### src/rtl/cp0_pkg.sv
// CP0 shared definitions: register indices, exception codes, field positions.
// Optional BadVAddr support is enabled by defining CP0_BADVADDR_EN.
package cp0_pkg;

  localparam logic [4:0] REG_BADVADDR = 5'd8;
  localparam logic [4:0] REG_SR       = 5'd12;
  localparam logic [4:0] REG_CAUSE    = 5'd13;
  localparam logic [4:0] REG_EPC      = 5'd14;
  localparam logic [4:0] REG_PRID     = 5'd15;

  localparam logic [4:0] EXC_INT  = 5'd0;
  localparam logic [4:0] EXC_ADEL = 5'd4;
  localparam logic [4:0] EXC_ADES = 5'd5;
  localparam logic [4:0] EXC_RI   = 5'd10;
  localparam logic [4:0] EXC_OV   = 5'd12;

  localparam int SR_IE    = 0;
  localparam int SR_EXL   = 1;
  localparam int IM_LO    = 10;
  localparam int IM_HI    = 15;
  localparam int IP_LO    = 10;
  localparam int IP_HI    = 15;
  localparam int EXC_LO   = 2;
  localparam int EXC_HI   = 6;
  localparam int CAUSE_BD = 31;

  typedef enum logic {
    RUN     = 1'b0,
    HANDLER = 1'b1
  } cp0_state_e;

  // Return address for a faulting instruction; a delay slot returns to its branch.
  function automatic logic [31:0] epc_of(
    input logic [31:0] pc,
    input logic        bd
  );
    logic [31:0] e;
    e = bd ? pc - 32'd4 : pc;
    return {e[31:2], 2'b00};
  endfunction

endpackage

### src/rtl/cp0_arb.sv
// CP0 request arbitration: interrupt/exception/eret decision and redirect PC.
// Purely combinational; reset forces all outputs low.
module cp0_arb
  import cp0_pkg::*;
#(
  parameter logic [31:0] HANDLER_ADDR = 32'h0000_4180
) (
  input  logic        rst,
  input  logic [5:0]  hwint,
  input  logic [5:0]  im,
  input  logic        ie,
  input  logic        exl,
  input  logic [4:0]  exc_code,
  input  logic        eret,
  input  logic [31:0] epc,
  output logic        activate,
  output logic        cool,
  output logic        take_int,
  output logic [31:0] npc
);

  logic int_req;
  logic exc_req;

  always_comb begin
    int_req  = (|(hwint & im)) & ie & ~exl;
    exc_req  = (exc_code != EXC_INT) & ~exl;
    take_int = ~rst & int_req;
    activate = ~rst & (int_req | exc_req);
    cool     = ~rst & eret & exl & ~activate;
    npc      = '0;
    unique case (1'b1)
      activate: npc = HANDLER_ADDR;
      cool:     npc = epc;
      default:  ;
    endcase
  end

endmodule

### src/rtl/cp0_unit.sv
// CP0 coprocessor: SR/Cause/EPC/PRId, precise exception and eret control.
// Define CP0_BADVADDR_EN to add the BadVAddr_M port and BadVAddr register.
module cp0_unit
  import cp0_pkg::*;
#(
  parameter logic [31:0] HANDLER_ADDR = 32'h0000_4180,
  parameter logic [31:0] PRID_VALUE   = 32'h2020_1217
) (
  input  logic        Clk,
  input  logic        Rst,
  input  logic [4:0]  ExcCode_M,
  input  logic [31:0] PC_M,
  input  logic        BD_M,
  input  logic [5:0]  HWInt,
  input  logic        EretM,
  input  logic        CP0We,
  input  logic [4:0]  CP0Addr,
  input  logic [31:0] CP0WData,
`ifdef CP0_BADVADDR_EN
  input  logic [31:0] BadVAddr_M,
`endif
  output logic [31:0] CP0RData,
  output logic        ActivateCP0,
  output logic        CoolCP0,
  output logic [31:0] NPC_CP0
);

  cp0_state_e state_q, state_d;

  logic [5:0]  sr_im;
  logic        sr_ie;
  logic        cause_bd;
  logic [5:0]  cause_ip;
  logic [4:0]  cause_exc;
  logic [31:0] epc_q;
  logic [31:0] bv_rd;

  logic        exl;
  logic        take_int;
  logic        we_ok;
  logic        sr_clr;
  logic [31:0] sr_rd;
  logic [31:0] cause_rd;

  assign exl = (state_q == HANDLER);

  cp0_arb #(
    .HANDLER_ADDR(HANDLER_ADDR)
  ) u_arb (
    .rst      (Rst),
    .hwint    (HWInt),
    .im       (sr_im),
    .ie       (sr_ie),
    .exl      (exl),
    .exc_code (ExcCode_M),
    .eret     (EretM),
    .epc      (epc_q),
    .activate (ActivateCP0),
    .cool     (CoolCP0),
    .take_int (take_int),
    .npc      (NPC_CP0)
  );

  // A taken exception squashes the mtc0 in the same cycle.
  assign we_ok  = CP0We & ~ActivateCP0;
  assign sr_clr = we_ok & (CP0Addr == REG_SR)
                & ~CP0WData[SR_EXL];

  always_comb begin
    state_d = state_q;
    unique case (state_q)
      RUN:     if (ActivateCP0) state_d = HANDLER;
      HANDLER: if (CoolCP0 || sr_clr) state_d = RUN;
      default: state_d = RUN;
    endcase
  end

  always_ff @(posedge Clk) begin
    if (Rst) begin
      state_q   <= RUN;
      sr_im     <= '0;
      sr_ie     <= 1'b0;
      cause_bd  <= 1'b0;
      cause_ip  <= '0;
      cause_exc <= '0;
      epc_q     <= '0;
    end else begin
      state_q  <= state_d;
      cause_ip <= HWInt;
      if (ActivateCP0) begin
        cause_bd  <= BD_M;
        cause_exc <= take_int ? EXC_INT : ExcCode_M;
        epc_q     <= epc_of(PC_M, BD_M);
      end else if (we_ok) begin
        if (CP0Addr == REG_SR) begin
          sr_im <= CP0WData[IM_HI:IM_LO];
          sr_ie <= CP0WData[SR_IE];
        end
        if (CP0Addr == REG_EPC)
          epc_q <= {CP0WData[31:2], 2'b00};
      end
    end
  end

`ifdef CP0_BADVADDR_EN
  logic [31:0] bv_q;
  logic        bv_cap;

  assign bv_cap = ActivateCP0 & ~take_int
                & ((ExcCode_M == EXC_ADEL)
                 | (ExcCode_M == EXC_ADES));

  always_ff @(posedge Clk) begin
    if (Rst)         bv_q <= '0;
    else if (bv_cap) bv_q <= BadVAddr_M;
  end

  assign bv_rd = bv_q;
`else
  assign bv_rd = '0;
`endif

  always_comb begin
    sr_rd                    = '0;
    sr_rd[IM_HI:IM_LO]       = sr_im;
    sr_rd[SR_EXL]            = exl;
    sr_rd[SR_IE]             = sr_ie;
    cause_rd                 = '0;
    cause_rd[CAUSE_BD]       = cause_bd;
    cause_rd[IP_HI:IP_LO]    = cause_ip;
    cause_rd[EXC_HI:EXC_LO]  = cause_exc;
  end

  always_comb begin
    CP0RData = '0;
    unique case (1'b1)
      (CP0Addr == REG_SR):       CP0RData = sr_rd;
      (CP0Addr == REG_CAUSE):    CP0RData = cause_rd;
      (CP0Addr == REG_EPC):      CP0RData = epc_q;
      (CP0Addr == REG_PRID):     CP0RData = PRID_VALUE;
      (CP0Addr == REG_BADVADDR): CP0RData = bv_rd;
      default:                   ;
    endcase
  end

endmodule

### config.mk
export PLATFORM = sky130hd
export DESIGN_NAME = cp0_unit
export DESIGN_NICKNAME = d
export VERILOG_FILES = /design/src/rtl/cp0_pkg.sv /design/src/rtl/cp0_arb.sv /design/src/rtl/cp0_unit.sv
export SDC_FILE = /design/constraint.sdc
export NUM_CORES = 1
export LEC_CHECK = 0
export CAP_MARGIN = 10
export CORE_MARGIN = 5
export CORE_UTILIZATION = 45
export DETAILED_ROUTE_END_ITERATION = 16
export DONT_BUFFER_PORTS = 1
export PLACE_DENSITY_LB_ADDON = 0.2
export SETUP_SLACK_MARGIN = 0.15
export SYNTH_ARGS = -nofsm -noshare
export SYNTH_HDL_FRONTEND = slang
export SYNTH_SLANG_ARGS = --single-unit
### constraint.sdc
create_clock -name Clk -period 3.4 [get_ports Clk]
set_input_delay 0.68 -clock Clk [delete_from_list [all_inputs] [get_ports Clk]]
set_output_delay 0.68 -clock Clk [all_outputs]
set_load 0.02 [all_outputs]
==> implementation parameters, run 1 <==
Parameter                              Value

Status
  Status ... completed

Clocking
  CTS tree ... built
  Clk sink count ... 50
  Post-CTS Setup Bufs ... 0
  Hold_buf cts ... 0
  Bufs on Longest Clock Path ... 2
  Clock latency on the worst-skew pair ... 310 ps
  H-tree depth ... 2
  TritonCTS buffer count ... 5
  Clock transition at the register clock pins on the worst setup and hold paths after CTS ... 110 ps
  Number of gates resized after CTS ... 0
  Clk Tree Root Cell ... sky130_fd_sc_hd__clkbuf_8

Synthesis
  Area share of the largest cell type after synthesis ... 30.0%
  Ys async rst share ... 0%
  Most frequently used cell type in the post-synthesis netlist ... sky130_fd_sc_hd__nor2_1
  Synthesized instance count ... between 400 and 500
  Top cell type by total area after synthesis ... sky130_fd_sc_hd__dfxtp_1
  Yosys cell types ... between 40 and 50
  Post-synth EDFFs ... 0
  Post-synthesis sequential area ratio ... between 20 and 30%
  Post-synthesis instance area ... ~0.0033 mm²
  Yosys synthesis warning count ... 0
  Most area-consuming cells after synthesis ... sky130_fd_sc_hd__dfxtp_1 (30%), sky130_fd_sc_hd__a211oi_1 (11%), sky130_fd_sc_hd__mux2i_1 (6.3%)
  Flip-flop and latch count after synthesis ... 50
  Leading register cell type out of synthesis ... sky130_fd_sc_hd__dfxtp_1
  Post-synthesis area per instance ... 7.97 µm²
  Most frequent cells after synthesis ... sky130_fd_sc_hd__nor2_1 (52), sky130_fd_sc_hd__a211oi_1 (50), sky130_fd_sc_hd__dfxtp_1 (50)

Route
  Total iterations of the first detailed-routing run ... 5
  Antenna Violating Nets Remaining ... 0
  Detailed-route via count ... between 2,000 and 3,000
  Residual DRC ... 0
  Routed wirelength normalized by instance count ... around 20 µm
  Total met3 wirelength after detailed routing ... slightly above 900 µm
  Met1 WL ... 4470 µm
  Via density ... 5.81
  Total wire length after detailed routing ... 10,000 µm
  Highest routed layer ... met4
  Routed wl met2 ... 4540 µm
  Violation count after the first detailed-route iteration ... 108

Flow run
  Max Cap Viol ... 0

Min path
  Worst hold path class ... input pin to flop

STA
  Max frequency ... 0.400 GHz
  Tcrit/Tclk final ... 73.5%
  Fin. Hold Viols ... 0
  Worst slew margin relative to its limit ... 47.4%
  Clock period minus final worst setup slack ... 2500 ps
  Worst setup skew after layout ... between 9 and 10 ps
  Worst Max-Slew Pin Slew ... 788 ps
  Total negative slack for setup checks ... 0 ps
  Final-report max-slew violation count ... 0
  Endpoints failing setup ... 0
  Unrepaired setup endpoints after global routing ... false

Critical path
  Critical Path AT ... 1820 ps
  Kind of end point of the critical path ... output pin
  Type of the worst setup path ... input pin to output pin
  Cells traversed along the worst timing path ... nand3b_1 -> nor3_1
  CP Buf/Inv Count ... 0
  Max stage delay on crit path ... 680 ps
  CP required ... 2720 ps
  Maximum fanout along the worst path ... 14
  Max stage delay cell, worst path ... sky130_fd_sc_hd__nor3_1
  Launching element type of the critical path ... input pin
  Family with the most delay on the worst path ... simple AND/OR/NAND/NOR gates

Cells and area
  Number of nets in the layout ... ~490
  Post-Layout Inst Area ... 0.00350 mm²
  Share of cells above drive strength 1 ... under 10%
  Fill cell count ... 769
  Layout overhead on the synthesized area ... 4.72%
  Antenna Cells ... 0

Global routing
  All-Layer GR Usage ... 20.9%
  Total gr overflow ... 0
  Pin count of the biggest net entering global routing ... 55
  Number of antenna violations at the first check in global routing ... 0
  Number of global-route vias before repair ... 2,770
  First-pass GRT wire length ... between 15,000 and 20,000 µm

Floorplan
  Die H ... just under 100 µm
  Placeable core area ... 0.00725 mm²
  Die width ... 96.2 µm
  Floorplan die area ... 0.00925 mm²
  I/O pin count ... 151
  Num rows ... 31
  Starting Density ... 46.1%

Power
  Cell Pwr Density ... 360 mW/mm²
  Leakage power ... ~1.2 nW
  Worst IR drop on VDD ... ~0.15 mV

Placement
  Detailed Place HPWL ... between 7000 and 8000 µm
  Cell area after placement ... 0.00341 mm²
  Count of buffers inserted at the top-level ports ... 0
  RePlAce Congestion ... around 0.82
==> where the power goes <==
group,switching (mW),internal [mW]
logic,0.129,0.0951
registers,0.0302,0.632
clock network,0.224,0.148
==> layout make-up <==
cell class / instances / area, µm² / share of cell area, %
multi-input combinational: 332 / 2190 / 62.5
sequential: 50 / 1000 / 28.6
tap: 99 / 124 / 3.54
timing repair buffer: 9 / 80.1 / 2.29
clock buffer: 5 / 68.8 / 1.97
clock inverter: 3 / 23.8 / 0.680
inverter: 4 / 15.0 / 0.429
==> state kept, by name (all words and copies together) (netlist names) <==
| signal | flops |
|---|---|
| sr_im | 6 |
| cause_bd | 1 |
| sr_ie | 1 |
| cause_ip | 6 |
| cause_exc | 5 |
| exl | 1 |
| epc_q | 30 |
==> logic make-up (layout without fill, tap and decap cells) <==
kind of cell / Yosys count / count (layout) / synth area share (%)
buffers and inverters: 38 / 21 / 4.87
adder cells (fa/ha/maj): 1 / 1 / 0.374
AO/OA/AOI/OAI: 82 / 82 / 17.5
XOR/XNOR: 27 / 27 / 7.08
AND/OR/NAND/NOR: 199 / 199 / 33.9
flip-flops: 50 / 50 / 30.0
other: 1 / 2 / 0.112
multiplexers: 21 / 21 / 6.29
==> cells in the final DEF, fill, tap and decap left out, types with 2 or more instances in the layout <==
master	instances
sky130_fd_sc_hd__nor2b_1	31
sky130_fd_sc_hd__nor4_1	8
sky130_fd_sc_hd__and3_1	15
sky130_fd_sc_hd__xor2_1	3
sky130_fd_sc_hd__nor3_2	2
sky130_fd_sc_hd__a211oi_1	50
sky130_fd_sc_hd__nor4_2	2
sky130_fd_sc_hd__clkinvlp_4	2
sky130_fd_sc_hd__nand4_1	2
sky130_fd_sc_hd__nand3b_1	4
sky130_fd_sc_hd__nand3_1	4
sky130_fd_sc_hd__a22oi_1	11
sky130_fd_sc_hd__a21oi_1	11
sky130_fd_sc_hd__or3_1	3
sky130_fd_sc_hd__buf_4	8
sky130_fd_sc_hd__nand2_1	24
sky130_fd_sc_hd__xnor2_1	24
sky130_fd_sc_hd__a31oi_1	2
sky130_fd_sc_hd__mux2i_1	21
sky130_fd_sc_hd__conb_1	2
sky130_fd_sc_hd__and2_1	27
sky130_fd_sc_hd__nor4b_1	2
sky130_fd_sc_hd__nor2_1	52
sky130_fd_sc_hd__clkbuf_8	5
sky130_fd_sc_hd__dfxtp_1	50
sky130_fd_sc_hd__inv_1	3
sky130_fd_sc_hd__nor3_1	10
sky130_fd_sc_hd__o21ai_0	3
sky130_fd_sc_hd__and3b_1	2
==> worst paths after layout <==
path                   start            to  slack (ps)  cells after the start
setup / recovery  CP0Addr[4]  CP0RData[12]         900                      2
hold / removal           Rst   cause_ip[3]         430                      1
setup reg to reg    sr_im[0]     epc_q[20]        1230                      7
hold reg to reg     cause_bd      cause_bd         480                      2
==> stage by stage <==
stage	util (%)	hold slack, ps	total power, mW	instances	worst slack [ps]
2_1_floorplan	-	450	0.863	420	688
3_3_place_gp	47.0	464	0.895	494	871
3_5_place_dp	47.0	461	0.899	494	880
4_1_cts	48.2	422	1.27	502	880
5_1_grt	48.2	412	1.32	502	778
6_report	48.2	428	1.26	502	900
==> routing by layer <==
layer  vias to the layer above  global-route usage (%)
li1                       1441                       -
met1                      1355                    28.7
met2                       112                    31.9
met3                        10                    6.49
met4                         0                    4.86
met5                         -                       0
(Power assumes the default switching activity.)
==> inputs of run 2 (changes only) <==
Clock period 3.4 ns to 2.1 ns, I/O delays scaled along.
==> run 2 against run 1 <==
First-iteration DRC count is 31% higher. Largest cell class unchanged. Register-to-register slack worse by 1100 ps. Clock power is 63% higher. Count of clock-buffer cells in the layout is 1 higher. Global-route usage is 0.31 points higher. Non-clock buffer count is 33 higher. Final area is 11% higher. Via count is 6.0% higher.
==> implementation parameters, run 2 (synthesis results as in run 1) <==
Parameter                              Value

Placement
  Placed cells ... ~520
  RePlAce Congestion ... about 0.83
  Count of buffers inserted at the top-level ports ... 0
  Cell area after placement ... 0.00361 mm²
  Detailed Place HPWL ... 7710 µm
  Pre-CTS setup slack ... 64.3 ps

Route
  Antenna Violating Nets Remaining ... 0
  Detailed-route via count ... 3,092
  Residual DRC ... 0
  Via density ... 5.78
  Total wire length after detailed routing ... roughly 10,000 µm
  Total iterations of the first detailed-routing run ... 4
  Violation count after the first detailed-route iteration ... 141
  Routed wirelength normalized by instance count ... ~20 µm

Clocking
  Clock latency on the worst-skew pair ... 310 ps
  TritonCTS buffer count ... 5
  Clk sink count ... 50
  Clock transition at the register clock pins on the worst setup and hold paths after CTS ... 100 ps
  Bufs on Longest Clock Path ... 2
  H-tree depth ... 2
  Hold_buf cts ... 0
  Clk Tree Root Cell ... sky130_fd_sc_hd__clkbuf_8
  CTS tree ... built

Cells and area
  Post-Layout Inst Area ... approximately 0.0039 mm²
  Register bank with the most flops ... epc_q
  Final Util ... 53.5%
  Area used by multi-input combinational logic ... 0.00224 mm²
  Register area ... 0.00100 mm²
  Filler-free cell count of the finished design ... 535
  Max FFs per register ... 30
  Layout overhead on the synthesized area ... 16.1%
  Antenna Cells ... 0
  Registers with the most flip-flops ... epc_q x30, cause_ip x6, sr_im x6
  Leading cell types in the layout, fill and taps excluded ... sky130_fd_sc_hd__a211oi_1 (49), sky130_fd_sc_hd__dfxtp_1 (49), sky130_fd_sc_hd__nor2_1 (48)
  Fill cell count ... 755
  Number of nets in the layout ... about 520
  Share of cells above drive strength 1 ... 18.3%

STA
  Endpoints failing setup ... 0
  Fin. Hold Viols ... 0
  Unrepaired setup endpoints after global routing ... true
  Minimum hold slack ... 173 ps
  Tcrit/Tclk final ... 93.6%
  Smallest setup slack after layout ... between 100 and 150 ps
  Worst setup skew after layout ... a little under 9 ps
  Worst slew margin relative to its limit ... a little over two fifths
  Total negative slack for setup checks ... 0 ps
  Clock period minus final worst setup slack ... 1970 ps
  Worst Max-Slew Pin Slew ... 848 ps
  Final-report max-slew violation count ... 0
  Max frequency ... ~0.51 GHz

Floorplan
  Floorplan die area ... 0.00925 mm²
  Die H ... 96.2 µm
  Placeable core area ... 0.00725 mm²
  Die width ... 96.2 µm
  I/O pin count ... 151
  Starting Density ... 46.1%
  Num rows ... 31

Power
  Overall power of the completed layout ... 2.11 mW
  Worst IR drop on VDD ... 0.235 mV
  Cell Pwr Density ... ~550 mW/mm²
  Leakage power ... 1.41 nW

Critical path
  Max stage delay on crit path ... 340 ps
  Kind of end point of the critical path ... output pin
  Launching element type of the critical path ... flop
  Critical Path AT ... 1550 ps
  Maximum fanout along the worst path ... 5
  CP required ... 1680 ps
  CP Buf/Inv Count ... 3
  Max stage delay cell, worst path ... sky130_fd_sc_hd__dfxtp_2
  Family with the most delay on the worst path ... compound AO/OA/AOI/OAI gates
  Type of the worst setup path ... flop to output pin
  Cells traversed along the worst timing path ... a22oi_2 -> a31oi_4 -> o21ai_2 -> buf_6 -> inv_8 -> buf_12

Min path
  Worst hold path class ... input pin to flop

Global routing
  First-pass GRT wire length ... 15,000 µm
  Number of antenna violations at the first check in global routing ... 0
  Total gr overflow ... 0
  Number of global-route vias before repair ... 2,869
  Pin count of the biggest net entering global routing ... 55
  All-Layer GR Usage ... 21.2%

Status
  Status ... completed

Flow run
  Max Cap Viol ... 0
==> run 2: cell count changes in the layout (fill, tap and decap cells not counted), sizes merged <==
| cell | change |
|---|---|
| clkinv | +1 |
| clkbuf | +3 |
| inv | -1 |
| clkinvlp | -1 |
| buf | +31 |
==> run 2: cell type report <==
type,count,area share (%)
Timing Repair Buffer,42,10.1
Tap cell,99,3.19
Sequential cell,50,25.8
Multi-Input combinational cell,332,57.8
Clock buffer,6,2.13
Inverter,4,0.581
Clock inverter,2,0.323
==> run 2: path summary, 6_finish.rpt <==
| path | start | end | slack [ps] | cells after the start |
|---|---|---|---|---|
| max reg2reg | sr_im[1] | sr_im[1] | 180 | 5 |
| min | Rst | cause_ip[0] | 170 | 1 |
| max | sr_im[1] | ActivateCP0 | 130 | 6 |
| min reg2reg | cause_bd | cause_bd | 480 | 2 |
==> run 2: report_power, final <==
group	switching, mW	internal, mW	total [mW]
Clock	0.342	0.266	0.607
Sequential	0.0484	1.02	1.07
Combinational	0.231	0.206	0.437
Total	0.621	1.49	2.11
==> run 2: metal layers <==
metal	wire length [µm]	vias up	global-route usage [%]
met5	0	-	0
met4	147	0	5.57
met3	842	12	5.63
met2	4860	106	33.3
met1	4630	1461	28.7
li1	-	1513	-
==> run 2: repair_timing <==
| item | 4_1_cts | 5_1_grt |
|---|---|---|
| setup endpoints to repair | 24 | 25 |
| gates resized for setup | 6 | 12 |
| cloned | 0 | 2 |
| setup buffers | 3 | 5 |
| pin swaps | 1 | 4 |
